==> src/rtl/regfile_write_arbiter.sv <==
// regfile_write_arbiter: round-robin sharing of the register file write port between two buffered requesters
module regfile_write_arbiter #(
    parameter int DATA_W = 8,
    parameter int ADDR_W = 3
) (
    input  logic              Clk,
    input  logic              Reset,
    input  logic              Freeze,
    input  logic              Req0_Valid,
    input  logic [ADDR_W-1:0] Req0_RD,
    input  logic [DATA_W-1:0] Req0_Data,
    output logic              Req0_Ready,
    input  logic              Req1_Valid,
    input  logic [ADDR_W-1:0] Req1_RD,
    input  logic [DATA_W-1:0] Req1_Data,
    output logic              Req1_Ready,
    output logic              Reg_Write,
    output logic [ADDR_W-1:0] RD,
    output logic [DATA_W-1:0] Write_Data,
    output logic              Last_Grant
);
    logic [1:0]        full;
    logic [1:0]        sel;
    logic [1:0]        accept;
    logic [ADDR_W-1:0] buf_rd   [2];
    logic [DATA_W-1:0] buf_data [2];
    logic [ADDR_W-1:0] in_rd    [2];
    logic [DATA_W-1:0] in_data  [2];

    // On a tie the requester that did not win last time is granted
    always_comb begin
        sel[0] = ~Freeze & full[0] & (~full[1] | Last_Grant);
        sel[1] = ~Freeze & full[1] & (~full[0] | ~Last_Grant);
    end

    assign Req0_Ready = ~full[0] | sel[0];
    assign Req1_Ready = ~full[1] | sel[1];
    assign accept     = {Req1_Valid & Req1_Ready, Req0_Valid & Req0_Ready};
    assign in_rd[0]   = Req0_RD;
    assign in_rd[1]   = Req1_RD;
    assign in_data[0] = Req0_Data;
    assign in_data[1] = Req1_Data;

    always_ff @(posedge Clk or negedge Reset) begin
        if (!Reset) begin
            full <= '0;
            for (int k = 0; k < 2; k++) begin
                buf_rd[k]   <= '0;
                buf_data[k] <= '0;
            end
        end else begin
            for (int k = 0; k < 2; k++) begin
                if (accept[k]) begin
                    full[k]     <= 1'b1;
                    buf_rd[k]   <= in_rd[k];
                    buf_data[k] <= in_data[k];
                end else if (sel[k]) begin
                    full[k] <= 1'b0;
                end
            end
        end
    end

    // Address and data hold their last issued values while idle
    always_ff @(posedge Clk or negedge Reset) begin
        if (!Reset) begin
            Reg_Write  <= 1'b0;
            RD         <= '0;
            Write_Data <= '0;
            Last_Grant <= 1'b1;
        end else begin
            Reg_Write <= |sel;
            if (|sel) begin
                RD         <= sel[1] ? buf_rd[1] : buf_rd[0];
                Write_Data <= sel[1] ? buf_data[1] : buf_data[0];
                Last_Grant <= sel[1];
            end
        end
    end
endmodule

==> config.mk <==
export PLATFORM = sky130hd
export DESIGN_NAME = regfile_write_arbiter
export DESIGN_NICKNAME = d
export VERILOG_FILES = /design/src/rtl/regfile_write_arbiter.sv
export SDC_FILE = /design/constraint.sdc
export NUM_CORES = 1
export LEC_CHECK = 0
export CAP_MARGIN = 10
export CORE_ASPECT_RATIO = 1.25
export CORE_MARGIN = 1.5
export CORE_UTILIZATION = 40
export CTS_BUF_LIST = sky130_fd_sc_hd__clkbuf_4 sky130_fd_sc_hd__clkbuf_8 sky130_fd_sc_hd__clkbuf_16
export CTS_CLUSTER_SIZE = 16
export DETAILED_ROUTE_END_ITERATION = 8
export PLACE_DENSITY = 0.68
export SLEW_MARGIN = 20
export SYNTH_ARGS = -nofsm -noshare
export SYNTH_HDL_FRONTEND = slang
export SYNTH_SLANG_ARGS = --single-unit
==> constraint.sdc <==
create_clock -name Clk -period 1.88 [get_ports Clk]
set_input_delay 0.282 -clock Clk [delete_from_list [all_inputs] [get_ports Clk]]
set_output_delay 0.282 -clock Clk [all_outputs]
set_load 0.05 [all_outputs]
==> results.md <==
* Status: finished, final reports clean
* Non-Filler Instances at roughly 210
* CTS Buf Count at 5
* Delay-heaviest family, CP: buffers and inverters
* Clk_lat worst skew at between 200 and 300 ps
* Yosys top cell by area: dfrtp_1
* Starting density of the core at between 40% and 50%
* Die area at between 4000 and 5000 um2
* Io pins at 42
* Gr usage total at approximately 16%
* Fraction of the yosys area taken by sequential cells at around three fifths
* Syn_nets at 153
* Tmin final at ~1800 ps
* TritonCTS clock tree: yes
* Post-Route WL at approximately 3.2 mm
* Final setup vio count at 0
* Fin crit share at between 90 and 100%
* CP Class: register to primary output
* Post-Syn Area per Cell at ~12 um2
* Element type at the critical path end: primary output
* Post-DR vias/cell at between 5 and 6
* Worst Tran Pin Value at about 570 ps
* Syn Inst Count at roughly 130
* Avg WL per Cell at approximately 15 um
* Clock sinks at 37
* CP Buf/Inv Count at 1
* Skew final at approximately 3.5 ps
* Max Slew Vio Count at 0
* Global route total overflow at 0
* Die height at 72.4 um
* Dpl cells at around 200
* Layout cell share with drive strength beyond 1 at between 15 and 20%
* Layout area overhead at 37.7%
* Core Box Area at ~3700 um2
* CTS root buffer: clkbuf_8
* Antenna viol nets, final at 0
* F_max at roughly 0.57 GHz
* Ant. Diodes at 0
* Initial antenna violation count at 0
* Critical path data required time at roughly 1600 ps
* Max FO, Critical Path at 2
* Routed via count at 1130
* Post-DP HPWL at 2.36 mm
* Worst hold slack at 410 ps
* Peak VDD IR at 0.700 mV
* First-pass GRT wire length at 5.10 mm
* CP cell instances: clkdlybuf4s50_1
* Die X at a little under 60 um
* Main area contributors after synthesis: dfrtp_1, mux2_1, mux2_2
* CTS Hold Buffers Added at 0
* Largest net degree at the start of global routing at 38
* CTS Buffer Depth at 2
* Number of global-route vias before repair at between 1000 and 1500
* CTS clock-pin slew for the worst setup and hold paths at 70 ps
* Slowest CP cell: clkdlybuf4s50_1
* Worst EP arrival at around 1500 ps
* Postcts setup bufs at 0
* Row count at 25
* Final hold violations at 0
* DRT Pass-1 Iters at 3
* Initial DRC Count at 34
* Netlist cell types at 23
* Max-cap viol count at 0
* # DRC at 0
* Share of the synthesized area in the top cell type at between 50% and 60%
* Port buffer count at 41
* Leakage power at between 0.0008 and 0.0009 uW
* Worst path max stage delay at around 810 ps
* Worst slack at placement at between 100 and 150 ps
* Post-Syn Area at about 1500 um2
* GPL Wtd Cong at just over 0.8
* Min-delay worst type: input port to async pin
* Startpoint class of the critical path: register
* Final #Nets at about 200
* Power per cell area at ~1300 nW/um2
* Unrepaired setup endpoints after global routing: no
* Yosys reg bits at 37
* H-tree Lvls at 2
* Setup TNS at 0 ps
* Slew Limit Headroom at 62.2%
* Syn. warnings at 0
* Setup WS post-layout at 129 ps
[Yosys cell counts]
library cell,count
nand2_1,3
inv_1,1
o211ai_2,1
buf_2,3
a21o_1,1
nor2_1,11
o21ai_2,1
o22ai_1,1
inv_2,1
nand3_1,11
clkbuf_2,1
o21ba_2,1
mux2_1,13
nor2b_1,1
dfrtp_1,36
nand2b_1,2
dfstp_2,1
o21ai_0,12
mux2_2,9
a21oi_2,1
buf_6,2
clkbuf_1,2
a31oi_1,11
[final timing paths]
| kind | start | to | slack, ps | cells after the start |
|---|---|---|---|---|
| setup / recovery | Write_Data[6] | Write_Data[6] | 130 | 1 |
| hold / removal | Reset | Write_Data[7] | 410 | 2 |
| setup reg to reg | full[0] | buf_data[15] | 360 | 3 |
| hold reg to reg | buf_data[12] | buf_data[12] | 490 | 1 |
| max in group asynchronous | Reset | Last_Grant | 1120 | 2 |
| min in group Clk | buf_data[12] | buf_data[12] | 490 | 1 |
[cell type report]
| class | count | area (um2) |
|---|---|---|
| Fill cell | 325 | 1600 |
| Timing Repair Buffer | 46 | 490 |
| Tap cell | 40 | 50.0 |
| Inverter | 2 | 7.51 |
| Clock buffer | 7 | 90.1 |
| Multi-Input combinational cell | 79 | 558 |
| Sequential cell | 37 | 927 |
[power by group]
part / switching [uW] / internal (uW)
clock network: 254 / 305
logic: 586 / 426
registers: 147 / 1040
[registers in the layout (all words and copies together), names as in the netlist]
| register | count |
|---|---|
| buf_data | 16 |
| Write_Data | 8 |
| buf_rd | 6 |
| RD | 3 |
| full | 2 |
| Last_Grant | 1 |
| Reg_Write | 1 |
[routing by layer]
metal,global-route usage (%),up-vias,part of all wire [%]
met5,0,-,0
met4,9.56,0,2.6
met3,4.46,11,5.7
met2,27.3,35,51
met1,18.5,551,41
li1,-,533,-
[cell families (layout without fill, tap and decap cells)]
| group | Yosys count | after routing | synth area share, % |
|---|---|---|---|
| buffers and inverters | 10 | 55 | 3.73 |
| muxes | 22 | 22 | 16.1 |
| and+or+nand+nor | 28 | 28 | 8.20 |
| DFF | 37 | 37 | 60.1 |
| AOI/OAI and AO/OA | 29 | 29 | 11.9 |
[per-stage QoR]
| stage | utilization [%] | power, uW | cell area (um2) |
|---|---|---|---|
| floorplan | - | 1810 | 1540 |
| global placement | 54.6 | 2190 | 2030 |
| detailed placement | 54.6 | 2220 | 2030 |
| CTS | 57.0 | 2780 | 2120 |
| global route | 57.0 | 2900 | 2120 |
| finish | 57.0 | 2760 | 2120 |
[repair_timing]
| item | 4_1_cts | 5_1_grt |
|---|---|---|
| resized for setup | 0 | 1 |
| setup endpoints to repair | 0 | 1 |
| hold endpoints to repair | 0 | 0 |
[cells in the final DEF (no fill, tap or decap), drive strengths merged, types with 2 or more instances in the layout]
| cell | count |
|---|---|
| clkdlybuf4s50 | 38 |
| nand3 | 11 |
| nand2b | 2 |
| inv | 2 |
| o21ai | 13 |
| buf | 8 |
| dfrtp | 36 |
| clkbuf | 7 |
| a31oi | 11 |
| nor2 | 11 |
| nand2 | 3 |
| mux2 | 22 |
No activity file was read; power rests on OpenSTA's default activity.
